### config.mk
export PLATFORM = sky130hd
export DESIGN_NAME = if_stage
export DESIGN_NICKNAME = d
export VERILOG_FILES = /design/src/rtl/if_stage.sv
export SDC_FILE = /design/constraint.sdc
export NUM_CORES = 1
export LEC_CHECK = 0
export CORE_MARGIN = 1.5
export CORE_UTILIZATION = 30
export CTS_CLUSTER_DIAMETER = 200
export CTS_CLUSTER_SIZE = 12
export DETAILED_ROUTE_END_ITERATION = 8
export DONT_BUFFER_PORTS = 1
export PLACE_DENSITY = 0.49
export SLEW_MARGIN = 10
export SYNTH_ARGS = -nofsm -noshare
export SYNTH_HDL_FRONTEND = slang
export SYNTH_SLANG_ARGS = --single-unit
### constraint.sdc
create_clock -name clk -period 2.54 [get_ports clk]
set_clock_uncertainty 0.1 [all_clocks]
set_input_delay 0.254 -clock clk [delete_from_list [all_inputs] [get_ports clk]]
set_output_delay 0.254 -clock clk [all_outputs]
set_load 0.005 [all_outputs]
### src/rtl/if_stage.sv
// rtl/if_stage.sv - instruction-fetch stage with IF/ID pipeline register
//
// Purpose: holds the PC and drives a single-port instruction-memory handshake.
// It selects the next PC from the ID redirect and presents the fetched
// instruction with its PC+4 to decode. It supports hazard stalls, and it
// squashes the wrong-path fetch on every taken redirect.
//
// Ports:
//   clk, rst     clock and synchronous active-high reset
//   stall        hold PC and IF/ID; a word returned during stall is parked
//   pc_src       00 sequential, 01 branch, 10 jump, 11 jump-register
//   branch       branch target
//   offset28     jump offset (already shifted left by 2)
//   jr_target    forwarded rs value for jump-register
//   imem_req     fetch request (asserted in FETCH only)
//   imem_addr    fetch address, always the current PC
//   imem_ready   imem_rdata is valid for imem_addr this cycle
//   imem_rdata   fetched instruction word
//   ins          IF/ID instruction
//   pc_4_out     IF/ID PC+4 of ins
//   valid        IF/ID holds a real instruction rather than a bubble
module if_stage #(
  parameter logic [31:0] RESET_PC = 32'h0000_0000,
  parameter logic [31:0] NOP      = 32'h0000_0000
) (
  input  logic        clk,
  input  logic        rst,
  input  logic        stall,
  input  logic [1:0]  pc_src,
  input  logic [31:0] branch,
  input  logic [27:0] offset28,
  input  logic [31:0] jr_target,
  output logic        imem_req,
  output logic [31:0] imem_addr,
  input  logic        imem_ready,
  input  logic [31:0] imem_rdata,
  output logic [31:0] ins,
  output logic [31:0] pc_4_out,
  output logic        valid
);

  typedef enum logic {
    FETCH = 1'b0,
    HOLD  = 1'b1
  } state_t;

  state_t      r_state;
  logic [31:0] r_pc;
  logic [31:0] r_ins;
  logic [31:0] r_pc_4;
  logic        r_valid;
  logic [31:0] r_hold_ins;

  logic [31:0] w_tgt_raw;
  logic [31:0] w_tgt;
  logic [31:0] w_pc_plus4;
  logic        w_redirect;

  // A jump takes its upper PC bits from the jump's own PC+4, which is
  // still sitting in IF/ID while ID resolves it.
  always_comb begin
    w_tgt_raw = branch;
    case (pc_src)
      2'b01:   w_tgt_raw = branch;
      2'b10:   w_tgt_raw = {r_pc_4[31:28], offset28};
      2'b11:   w_tgt_raw = jr_target;
      default: w_tgt_raw = branch;
    endcase
  end

  assign w_tgt      = w_tgt_raw & 32'hFFFF_FFFC;
  assign w_pc_plus4 = r_pc + 32'd4;
  assign w_redirect = (pc_src != 2'b00);

  // The request depends only on registered state, so imem_ready never
  // reaches imem_addr combinationally.
  assign imem_req  = (r_state == FETCH);
  assign imem_addr = r_pc;
  assign ins       = r_ins;
  assign pc_4_out  = r_pc_4;
  assign valid     = r_valid;

  always_ff @(posedge clk) begin
    if (rst) begin
      r_state    <= FETCH;
      r_pc       <= RESET_PC;
      r_ins      <= NOP;
      r_pc_4     <= 32'd0;
      r_valid    <= 1'b0;
      r_hold_ins <= NOP;
    end else begin
      case (r_state)
        FETCH: begin
          if (stall) begin
            // Park a word that arrives during a stall so that the release
            // does not have to fetch it again.
            if (imem_ready) begin
              r_hold_ins <= imem_rdata;
              r_state    <= HOLD;
            end
          end else if (w_redirect) begin
            r_pc    <= w_tgt;
            r_ins   <= NOP;
            r_pc_4  <= 32'd0;
            r_valid <= 1'b0;
          end else if (imem_ready) begin
            r_ins   <= imem_rdata;
            r_pc_4  <= w_pc_plus4;
            r_valid <= 1'b1;
            r_pc    <= w_pc_plus4;
          end else begin
            r_ins   <= NOP;
            r_pc_4  <= 32'd0;
            r_valid <= 1'b0;
          end
        end
        HOLD: begin
          if (stall) begin
            r_state <= HOLD;
          end else if (w_redirect) begin
            r_pc    <= w_tgt;
            r_ins   <= NOP;
            r_pc_4  <= 32'd0;
            r_valid <= 1'b0;
            r_state <= FETCH;
          end else begin
            r_ins   <= r_hold_ins;
            r_pc_4  <= w_pc_plus4;
            r_valid <= 1'b1;
            r_pc    <= w_pc_plus4;
            r_state <= FETCH;
          end
        end
        default: r_state <= FETCH;
      endcase
    end
  end

endmodule
==> summary.md, run 1 <==
The run finished with clean final reports. Post-layout net count: 886. The finished cells cover 7438 um^2. After detailed routing, the average wire length per cell comes to 19.59 um.

The critical path contains buffers and inverters numbering 0 combined. Measured along the x axis, the die boundary spans 146.9 um. The total area inside the core boundary comes to 20300 um^2. For the final routed DRC violation total, the log shows 0. By area, the combinational part of the netlist is dominated by simple AND/OR/NAND/NOR gates. The final hold violation count is 0, and the fraction of layout instances using a drive strength above 1 is 12.24%. The tools report the register area share after synthesis as 40.61%.

The signal on the critical path passes through ha_1 -> nand4_1 -> nor3_2 -> nand2_1 -> o31a_1 -> o22ai_1. Clock-pin slew was measured on the worst setup and hold paths at 0.06 ns. The logs give 6416 um^2 for the area after detailed placement and 31650 um for the wire length of the first global-routing pass. The tree is rooted in a sky130_fd_sc_hd__clkbuf_16. The die footprint was 21580 um^2; the actual transition at the worst max-transition pin was 0.6034 ns.

The tools report the leakage power total as 2.590 nW. Across all hold checks on the routed design, the worst slack comes to 0.03407 ns. At the end of routability-driven placement, the weighted congestion stood at 0.8148. The post-synthesis cell count came out at 746. The die is 146.9 um tall. After routing, the total negative slack on setup checks comes to 0 ns. Global routing used 18.80% of the available tracks across all layers. The kind of start point of the critical path is a register. The tightest min-delay check is of the input pin to register type.

The required time of the critical path was 2.79 ns. The synthesized-area fraction occupied by and/or/nand/nor cells was 22.40%. The via count of the first global-routing pass is 5412, and the share of async-settable or async-resettable flops after synthesis is 0%.

The power density of the placed cells works out to 704.0 nW/um^2. For the number of buffers created by CTS, the log shows 17. The mean number of vias per cell is 5.527. The run gives 427.8 MHz as the fmax.

Leaving out fill and tap cells, the most frequent cells in the layout are sky130_fd_sc_hd__dfxtp_1, sky130_fd_sc_hd__nand2_1, sky130_fd_sc_hd__a21oi_1. Number of standard cells in the final layout excluding fillers: 1038. The run gives 5.236 mW as the final total power. In this run the mean area of a mapped cell was 8.326 um^2. The cell area that synthesis handed to floorplanning was 6211 um^2. The peak supply drop was 0.4597 mV. The count of hold buffers inserted by post-cts repair came out at 38. Synthesized-area fraction occupied by adder cells: 0.2015%. The buffer count from post-CTS setup fixing is 0. The detail route stage leaves a number of antenna-violating nets equal to 0.

The classification of the worst setup path was register to register. Fill cells in the final layout number 2097. The most common cell after layout, fill and taps aside was sky130_fd_sc_hd__dfxtp_1. The final critical-path setup slack is 0.2024 ns, and the detailed-router iteration count before antenna repair is 5.

The slowest stage of the critical path is the sky130_fd_sc_hd__nor3_2 cell. The max-slew violation count came out at 0. Number of synthesized flops with an enable pin: 0. Setup repair after global routing left no endpoint under its margin. The largest buffer count on any clock path came out at 2.

Once the clock tree was built, the resizer swapped 0 gates to a different size. The number of antenna violations at the first check in global routing is 0. The layout overhead on the synthesized area is 19.76%, and the worst relative slew slack is 59.77%.

Summing the areas of all compound-gate instances in the mapped netlist gives 20.55% of the synthesized area. The post-route clock period utilization is 92.03%. The count of cell types in the netlist is 54, and the setup violation total in the final timing report is 0. CTS saw 126 sinks. In this run the count of I/O pins placed on the die edge is 228. The number of cells in the design after placement is 968. After detailed routing, the total wire length is 20340 um. The count of max-cap constraint violations is 0, and the post-synthesis share of cell area spent on xor and xnor gates is 3.948%. The count of synthesis-stage warnings from yosys is 0. TritonCTS built the clock tree.

For this configuration, the core starts out at a cell density of 30.60%. Summed over all layers, the global routing overflow is 0. The initialized floorplan defines 52 standard-cell rows.

In the synthesized netlist the dominant register cell turns out to be sky130_fd_sc_hd__dfxtp_1. The run gives 36.64% as the utilization of the core after routing. The largest delay contributor family on the critical path is simple AND/OR/NAND/NOR gates.

The count of buffers added on input and output ports is 0. STA classifies the critical path endpoint as a register. Synthesis inferred 126 register bits. The maximum number of pins on one net before global-route repair is 96, and the mux share of post-synthesis cell area is 6.628%. On the worst path, the slowest cell contributes a delay of 0.56 ns. The iteration-0 DRC count of the detailed router came out at 381. The endpoint arrival time on the critical path is 2.59 ns, and the placed wire-length estimate is 13330 um. In this run the worst path has a maximum fanout of 7. For the H-tree depth reported by CTS, the log shows 4.

Before CTS, the worst setup slack after placement is 0.2043 ns. The logs give 0.42 ns for the clock latency at the later pin of the worst-skew pair and 0 for the number of antenna diodes. The overall via count from detail_route is 5737, and the shortest clock period the worst path allows after layout is 2.338 ns.
-- power by group --
group          total [mW]  switching [mW]  internal (mW)
logic               0.527           0.278          0.249
clock network        2.54            1.01           1.52
registers            2.17           0.106           2.07
total                5.24            1.40           3.84
-- layer usage --
metal | track usage, % | part of all wire (%)
met3 | 5.155 | 6.7
met1 | 24.69 | 45
met4 | 8.384 | 2.9
met2 | 28.80 | 45
met5 | 0 | 0
-- final timing paths --
path                               startpoint             to  slack [ns]  cells after the start
worst max register to register   imem_addr[3]  imem_addr[20]        0.20                      6
worst min register to register  r_hold_ins[2]  r_hold_ins[2]        0.36                      2
worst min-delay path                pc_src[1]   imem_addr[2]        0.03                      3
worst max-delay path             imem_addr[3]  imem_addr[20]        0.20                      6
-- area by class of cell --
cell class	count	area (um^2)	share of cell area, %
Clock inverter	13	153.9	2.069
Clock buffer	19	452.9	6.089
Sequential cell	126	2522	33.91
Inverter	6	22.52	0.3028
Timing Repair Buffer	59	585.6	7.872
Tap cell	270	337.8	4.542
Multi-Input combinational cell	545	3363	45.21
-- synthesized netlist by cell type (4+ instances only) --
master / count / area share [%]
sky130_fd_sc_hd__nand3_1: 17 / 1.4
sky130_fd_sc_hd__buf_1: 8 / 0.48
sky130_fd_sc_hd__a221o_1: 5 / 0.81
sky130_fd_sc_hd__o21ai_0: 39 / 3.1
sky130_fd_sc_hd__nand4_1: 14 / 1.4
sky130_fd_sc_hd__nor3_1: 37 / 3.0
sky130_fd_sc_hd__nor2b_1: 36 / 3.6
sky130_fd_sc_hd__a21oi_1: 46 / 3.7
sky130_fd_sc_hd__buf_6: 4 / 0.73
sky130_fd_sc_hd__xnor2_1: 14 / 2.0
sky130_fd_sc_hd__nor4_1: 5 / 0.50
sky130_fd_sc_hd__nor2_1: 33 / 2.0
sky130_fd_sc_hd__a22oi_1: 22 / 2.7
sky130_fd_sc_hd__buf_2: 8 / 0.64
sky130_fd_sc_hd__nand2b_1: 6 / 0.60
sky130_fd_sc_hd__o31ai_1: 4 / 0.48
sky130_fd_sc_hd__inv_1: 6 / 0.36
sky130_fd_sc_hd__mux2i_1: 4 / 0.64
sky130_fd_sc_hd__mux4_2: 4 / 1.5
sky130_fd_sc_hd__xor2_1: 14 / 2.0
sky130_fd_sc_hd__mux2_2: 25 / 4.5
sky130_fd_sc_hd__a221oi_1: 35 / 4.9
sky130_fd_sc_hd__and3_1: 6 / 0.60
sky130_fd_sc_hd__or3_1: 5 / 0.50
sky130_fd_sc_hd__clkbuf_1: 48 / 2.9
sky130_fd_sc_hd__buf_4: 4 / 0.48
sky130_fd_sc_hd__o21ai_1: 6 / 0.48
sky130_fd_sc_hd__nand2_1: 116 / 7.0
sky130_fd_sc_hd__dfxtp_1: 126 / 41
sky130_fd_sc_hd__o22ai_1: 9 / 0.91
sky130_fd_sc_hd__a21o_1: 4 / 0.48
-- flip-flops by register name, indices dropped and copies added, names as in the netlist --
signal	flops
valid	1
imem_addr	30
r_hold_ins	32
pc_4_out	30
r_state	1
ins	32
-- tightest hold or removal path: stages --
cell and delay, ns:
sky130_fd_sc_hd__a211oi_1 0.06, sky130_fd_sc_hd__a21oi_1 0.13, sky130_fd_sc_hd__nor2_1 0.06
-- logic make-up (layout without fill, tap and decap cells) --
group | count (synthesis) | count (layout)
fa+ha+maj | 1 | 1
simple gates | 287 | 287
flops | 126 | 126
xor+xnor | 28 | 28
mux | 33 | 33
buf+inv | 78 | 97
compound gates | 192 | 192
other cells | 1 | 4
No activity file was read; power rests on OpenSTA's default activity.
==> run 2, diff against run 1 <==
ABC_AREA = 1   (was default)
CELL_PAD_IN_SITES_DETAIL_PLACEMENT = 1   (was default)
CELL_PAD_IN_SITES_GLOBAL_PLACEMENT = 2   (was default)
PLACE_DENSITY = 0.81   (was 0.49)
clock period = 2.15 ns   (was 2.54 ns; I/O delays follow)
==> run 2 against run 1 <==
Compared with the run above: wire length is 9.8% higher; clock-buffer cell count down 2; synthesized cell count is 29% higher; flip-flop and latch count did not move; fmax up 33%; power rose by 15%; critical path type unchanged; sequential power increased by 20%; die area increased by 3.6%; highest routed layer unchanged.
==> summary.md, run 2 <==
The flow ran to the end, and the final reports show no timing, DRC or antenna violations. Flop-to-flop setup slack: 0.40 ns. The number of cells on the worst reg-to-reg path is 6. The share of async-settable or async-resettable flops after synthesis is 0%, and the actual transition at the worst max-transition pin is 0.6206 ns. The clock latency at the later pin of the worst-skew pair came out at 0.41 ns. For this run, design rule violations remaining after detail routing come to 0. Max-cap violations in this run came to 0. The max-slew violation count was 0. The top fanout value on the critical path is 5, and the detailed-router iteration count before antenna repair is 4.

The synthesized netlist occupies a cell area of 6440 um^2. The post-synthesis cell count is 965. The worst register-to-register path begins at imem_addr[8]. Of the available clock period, the critical path in the final layout requires 81.53%.

STA classifies the critical path endpoint as a register. 0 antenna diodes ended up in the layout. The logs give 15570 um for the placed wire-length estimate and 17 for the number of buffers created by CTS. The tools report the number of antenna violations at the first check in global routing as 0. After detailed routing, the number of vias per cell comes to 5.035. The cell taking the most area after synthesis is sky130_fd_sc_hd__dfxtp_1.

The kind of path behind the tightest hold check was input pin to register. The placed instances occupy a cell area of 6704 um^2. The number of standard cells in the final layout excluding fillers came out at 1275.

In this run, placement finished with an instance count of 1202. Highest-delay cell along the critical path: sky130_fd_sc_hd__dfxtp_1. The synthesized design contains 126 register bits. In this run, distinct cell masters in the synthesized netlist total 34. The iteration-0 DRC count of the detailed router is 237, and the core outline area is 21020 um^2. Hold is met by 0.01586 ns. The number of top-level design ports came out at 228. Yosys attributes the largest share of cell area to sky130_fd_sc_hd__dfxtp_1, sky130_fd_sc_hd__nand2_1, sky130_fd_sc_hd__inv_1. For this configuration, the core starts out at a cell density of 30.64%.

The first global-routing pass estimated 34700 um of wire. The tools report the die footprint as 22350 um^2. The endpoint identified for the worst register-to-register timing path is imem_addr[10]. The layout overhead on the synthesized area was 19.29%; the total number of placement rows was 53. Port buffering added 0 buffers.

The fmax was 570.5 MHz. The most critical setup path has its startpoint at imem_addr[8]. The most frequently used cell type in the post-synthesis netlist was sky130_fd_sc_hd__nand2_1.

Setup total negative slack on the finished layout was measured at 0 ns. At the end of routability-driven placement, the weighted congestion stood at 0.8203. The top cell type by area accounts for 39.17% of the synthesized area. Across the VDD grid, the largest voltage drop is 0.3516 mV. After routing the design area is 7682 um^2.

The cell depth of the worst setup path was 6. In the layout the commonest cells are sky130_fd_sc_hd__nand2_1, sky130_fd_sc_hd__inv_1, sky130_fd_sc_hd__dfxtp_1. By count the netlist is led by sky130_fd_sc_hd__nand2_1, sky130_fd_sc_hd__inv_1, sky130_fd_sc_hd__dfxtp_1.

The maximum number of pins on one net before global-route repair is 95, and the shortest clock period the worst path allows after layout is 1.753 ns. The delay of the slowest cell on the worst path was 0.48 ns; the worst path buffer plus inverter count was 0. The worst setup path is launched from a register. The worst setup path is of the register to register kind. The worst pin sits at a relative slew slack of 58.62%. At the end of the flow, the number of nets in the layout was 1118. In this run the remaining antenna-violating nets after routing total 0. Power density of the placed cells: 783.2 nW/um^2. The critical path goes through nand2_1 -> nor2_4 -> nand2_4 -> xor2_1 -> or2_0 -> a21oi_1. Clock-pin slew was measured on the worst setup and hold paths at 0.07 ns. The die outline width is 149.5 um, and the count of synthesis-stage warnings from yosys is 0. Sequential cells were found to cover 39.17% of the synthesized design area.

After detailed routing, the total wire length is 22330 um. The total global-route track usage was 19.96%; the required time of the critical path was 2.35 ns. The largest delay contributor family on the critical path is simple AND/OR/NAND/NOR gates. Setup violations remaining at the end of the flow were counted as 0.

Counting along the longest clock path gives a buffer depth of 2. Summed over all layers, the global routing overflow is 0. Leaving out fill and tap cells, the most frequent cell in the layout is sky130_fd_sc_hd__nand2_1. The leakage power total was 3.266 nW. For the via count of the first global-routing pass, the log shows 6615. In this run the vertical extent of the chip is 149.5 um. Data arrives at the worst endpoint at 1.95 ns.

At the end of the flow the core is filled with cells to 36.55%. TritonCTS built the clock tree. After detailed routing, the average wire length per cell comes to 17.51 um. The tools report the H-tree depth reported by CTS as 4. Setup repair after global routing left no endpoint under its margin. The number of synthesized flops with an enable pin is 0.

The tree is rooted in a sky130_fd_sc_hd__clkbuf_16. The final hold violation count was 0. For this run, the leading register cell type out of synthesis is sky130_fd_sc_hd__dfxtp_1.

CTS saw 126 sinks. Overall via count from detail_route: 6420. The post-route netlist has 8.000% of its cells at a drive strength greater than 1.

The mean area per synthesized cell was 6.673 um^2. The end point of the critical path is imem_addr[10]. For the buffer count from post-CTS setup fixing, the log shows 0.
## run 2: changes by cell type after synthesis, sizes merged, moves of 22 or more
cell,previous run,this run
a21oi,46,86
a221oi,35,0
a22oi,22,0
inv,6,137
mux2,25,0
nand2,116,226
nand3,17,83
nor2,33,82
nor2b,36,0
nor3,38,0
o21ai,45,106
o221ai,0,32
## run 2: cells by family after synthesis
kind of cell             Yosys count  share of synthesized area, %
AND/OR/NAND/NOR                  400                         26.83
AO/OA/AOI/OAI                    235                         20.77
buffers and inverters            195                         12.03
flip-flops                       126                         39.17
XOR/XNOR                           7                        0.9520
adder cells (fa/ha/maj)            1                        0.1943
other                              1                       0.05823
## run 2: final cells by class
| class | count | area [um^2] |
|---|---|---|
| sequential | 126 | 2522 |
| clock buffer | 17 | 425.4 |
| timing repair buffer | 57 | 568.0 |
| fill | 2635 | 13340 |
| clock inverter | 15 | 142.6 |
| inverter | 138 | 518.0 |
| multi-input combinational | 647 | 3162 |
| tap | 275 | 344.1 |
## run 2: power by group
part | switching [mW] | total [mW] | internal, mW | leakage, nW
Sequential | 0.140 | 2.60 | 2.46 | 1.03
Combinational | 0.397 | 0.640 | 0.242 | 1.96
Clock | 1.24 | 2.77 | 1.54 | 0.276
## run 2: worst min-delay path by stage
stage | from | to | slack [ns] | depth (start not counted)
after global routing | jr_target[8] | imem_addr[8] | 0.02 | 4
after floorplan | imem_ready | r_state | 0.27 | 2
after global placement | imem_ready | r_state | 0.28 | 2
after CTS | offset28[13] | imem_addr[13] | 0.0002 | 4
final | offset28[13] | imem_addr[13] | 0.02 | 4
after detailed placement | imem_ready | r_state | 0.29 | 2
## run 2: per-layer routing
layer	vias to the layer above	share of wire, %	GRT usage [%]
met1	3102	43	23.15
met4	0	1.2	4.950
met3	20	6.4	6.220
li1	3165	-	-
met5	-	0	0
met2	133	49	35.44
## run 2: through the flow
step / total power, mW / worst slack [ns]
floorplan: 3.035 / 0.6372
global placement: 3.214 / 0.4436
detailed placement: 3.234 / 0.4235
CTS: 6.117 / 0.3961
global route: 6.312 / 0.2092
finish: 6.017 / 0.3972
## run 2: timing repair
| action | in CTS | in global routing |
|---|---|---|
| gates resized for setup | 0 | 0 |
| endpoints found under the hold margin | 45 | 0 |
| hold buffers | 41 | 0 |
| setup endpoints to repair | 0 | 0 |
## run 2: tightest hold or removal path, delay by kind of cell
| kind | cells | cell delay, ns |
|---|---|---|
| simple gates | 2 | 0.09 |
| compound gates | 2 | 0.19 |
==> run 3, diff against run 2 <==
clock period = 1.5 ns   (was 2.15 ns; I/O delays follow)
==> run 3 against run 2 <==
Compared with the run above: die area unchanged; final cell count increased by 9.5%; flip-flop and latch count unchanged; fmax increased by 6.2%; largest power group unchanged; utilization increased by 7.2 points; clock power increased by 52%; setup slack got worse by 0.55 ns; highest routed layer unchanged; sequential share of layout area decreased by 5.3 points; the run now ends with setup timing left; via count increased by 8.1%; sequential power increased by 42%; final area increased by 20%.
==> summary.md, run 3 (synthesized netlist as in run 2, its figures left out) <==
The run finished, with violations left. The checks that failed: setup timing. The tools report the global-route congestion overflow total as 0. Cells fill 43.77% of the core in the end.

For the area after detailed placement, the log shows 7377 um^2. After detailed routing, the total wire length is 24130 um. The switching part of the total is 28.28%. STA classifies the critical path endpoint as a register. Of the cells placed in the final design, the portion with a size suffix greater than 1 is 22.93%. The clock sink total came out at 126. STA puts the critical path data required time at 1.75 ns. The mean number of vias per cell is 4.973, and the placed wire-length estimate is 16500 um. The average wire length per cell after detail routing works out to 17.29 um.

The highest-delay cell along the critical path was sky130_fd_sc_hd__dfxtp_2. The H-tree depth reported by CTS is 4. The logs give 1239 for the post-layout net count and 41 for the setup violation total in the final timing report.

The tools report the kind of start point of the critical path as a register. The portion of total power attributed to combinational logic was 14.8%. After routing the design area is 9201 um^2.

The logs give 0.42 ns for the clock latency at the later pin of the worst-skew pair and 1281 for the number of cells in the design after placement. The final routed DRC violation total is 0. Most used cell along the critical path: sky130_fd_sc_hd__nand2_1. The number of antenna violations at the first check in global routing is 0, and the maximum number of pins on one net before global-route repair is 65. The endpoint arrival time on the critical path was 1.90 ns. Setup repair after global routing could not meet its margin everywhere. Leaving out fill and tap cells, the most frequent cells in the layout are sky130_fd_sc_hd__nand2_1, sky130_fd_sc_hd__inv_1, sky130_fd_sc_hd__dfxtp_1. From synthesis to final layout, the design area changed by 42.88%. Of the available clock period, the critical path in the final layout requires 110.0%. For the final hold violation count, the log shows 0. The die outline width works out to 149.5 um. The floorplan has 53 rows. Shortest clock period the worst path allows after layout: 1.650 ns. The peak supply drop was 0.5905 mV; the number of top-level design ports was 228. The via count of the first global-routing pass was 7289. TritonCTS built the clock tree. The analysis attributes to cell leakage a power of 4.036 nW. The buffer type at the clock tree root was sky130_fd_sc_hd__clkbuf_16. The pre-antenna-repair detailed-routing pass consisted of 4 iterations.

The wire length of the first global-routing pass came out at 37740 um. The number of standard cells in the final layout excluding fillers is 1396, and the net switching power is 2.621 mW. During placement, the flow inserted port buffers numbering 0. The tightest hold path in the finished design has a slack of 0.009132 ns. Final total power: 9.268 mW. The final critical-path setup slack came out at -0.1498 ns. The worst setup slack after placement was -0.1231 ns; the delay of the slowest cell on the worst path was 0.36 ns. The die covers 22350 um^2. The floorplan step set the die height to 149.5 um.

The tools report the max-slew violation count as 0. Traced cell by cell, the critical path runs through ha_4 -> nand2_4 -> nor2_4 -> buf_4 -> nand2_1 -> nor2_2 -> nand2_1 -> nand2_1 -> nand3_1 -> a21oi_2. The region available for standard cell placement spans 21020 um^2. The logs give 2611 for the fill cell instance count of the final layout and 2 for the largest buffer count on any clock path. The overall via count from detail_route was 6943. The clock edge transition at the registers on the reported setup and hold paths came out at 0.06 ns. Global routing consumed, over all layers together, 21.56% of the routing resources. The classification of the worst setup path was register to register. Adding up every negative setup slack in the final design gives -3.434 ns. For the clock network fraction of design power, the log shows 45.4%. Count of max-cap constraint violations: 0. Once detail routing completed, the nets flagged for antenna violations numbered 0. The run gives 606.1 MHz as the fmax. Buffers inserted during clock tree synthesis total 17. At the end of routability-driven placement, the weighted congestion stood at 0.8375.

In this run, the number of DRC markers left after iteration 0 of detailed routing was 278. The power density of the placed cells was 1007 nW/um^2. The number of antenna diodes in the final layout is 0. The cell-internal power was 6.648 mW.

The worst hold path belongs to the class input pin to register. Once the floorplan was initialized, standard cells occupied 30.64% of the core. Of all nets on the critical path, the largest fanout is 4. The library cell used most frequently in the layout, excluding fill and tap cells, is sky130_fd_sc_hd__nand2_1. The tools report the part of the total power dissipated in sequential elements as 39.8%.
## run 3: repair_timing
item                                   in CTS  in global routing
pin swaps                                  13                 33
endpoints found under the hold margin     107                  0
buffers inserted                            7                  5
setup endpoints to repair                  43                 55
hold buffers                               71                  0
gates resized for setup                    36                 88
## run 3: final cells by class
type	count	area, um^2	area share, %
clock inverter	14	160.2	1.741
multi-input combinational	647	3540	38.47
sequential	126	2537	27.58
clock buffer	18	429.2	4.664
tap	275	344.1	3.739
timing repair buffer	178	1662	18.06
inverter	138	529.3	5.752
## run 3: worst max-delay path: cells and delay by family, from the launching register on
kind / cells / cell delay, ns
AOI/OAI and AO/OA: 1 / 0.14
and+or+nand+nor: 7 / 0.67
buffers and inverters: 1 / 0.14
adders and majority gates: 1 / 0.16
DFF: 1 / 0.36
## run 3: final timing paths
kind                                     start        endpoint  slack [ns]  cells after the start
worst max-delay path              imem_addr[3]   imem_addr[24]       -0.15                     10
worst min-delay path              offset28[16]   imem_addr[16]       0.009                      4
worst max register to register    imem_addr[3]   imem_addr[24]       -0.15                     10
worst min register to register  r_hold_ins[21]  r_hold_ins[21]        0.35                      2
## run 3: layer usage
metal / vias to the layer above / part of all wire (%) / track usage [%] / wire, um
met1: 3345 / 42 / 25.23 / 10070
met5: - / 0 / 0 / 0
met3: 32 / 5.8 / 5.823 / 1388
li1: 3422 / - / - / -
met4: 0 / 1.9 / 6.436 / 454
met2: 144 / 51 / 38.16 / 12210
## run 3: power by group through the flow
stage                     clock network [mW]  registers (mW)  logic (mW)
after floorplan                            0            3.73       0.621
after global placement                     0            3.75        1.08
after detailed placement                   0            3.75        1.11
after CTS                               4.31            3.68        1.32
after global routing                    4.49            3.72        1.51
final                                   4.21            3.69        1.37
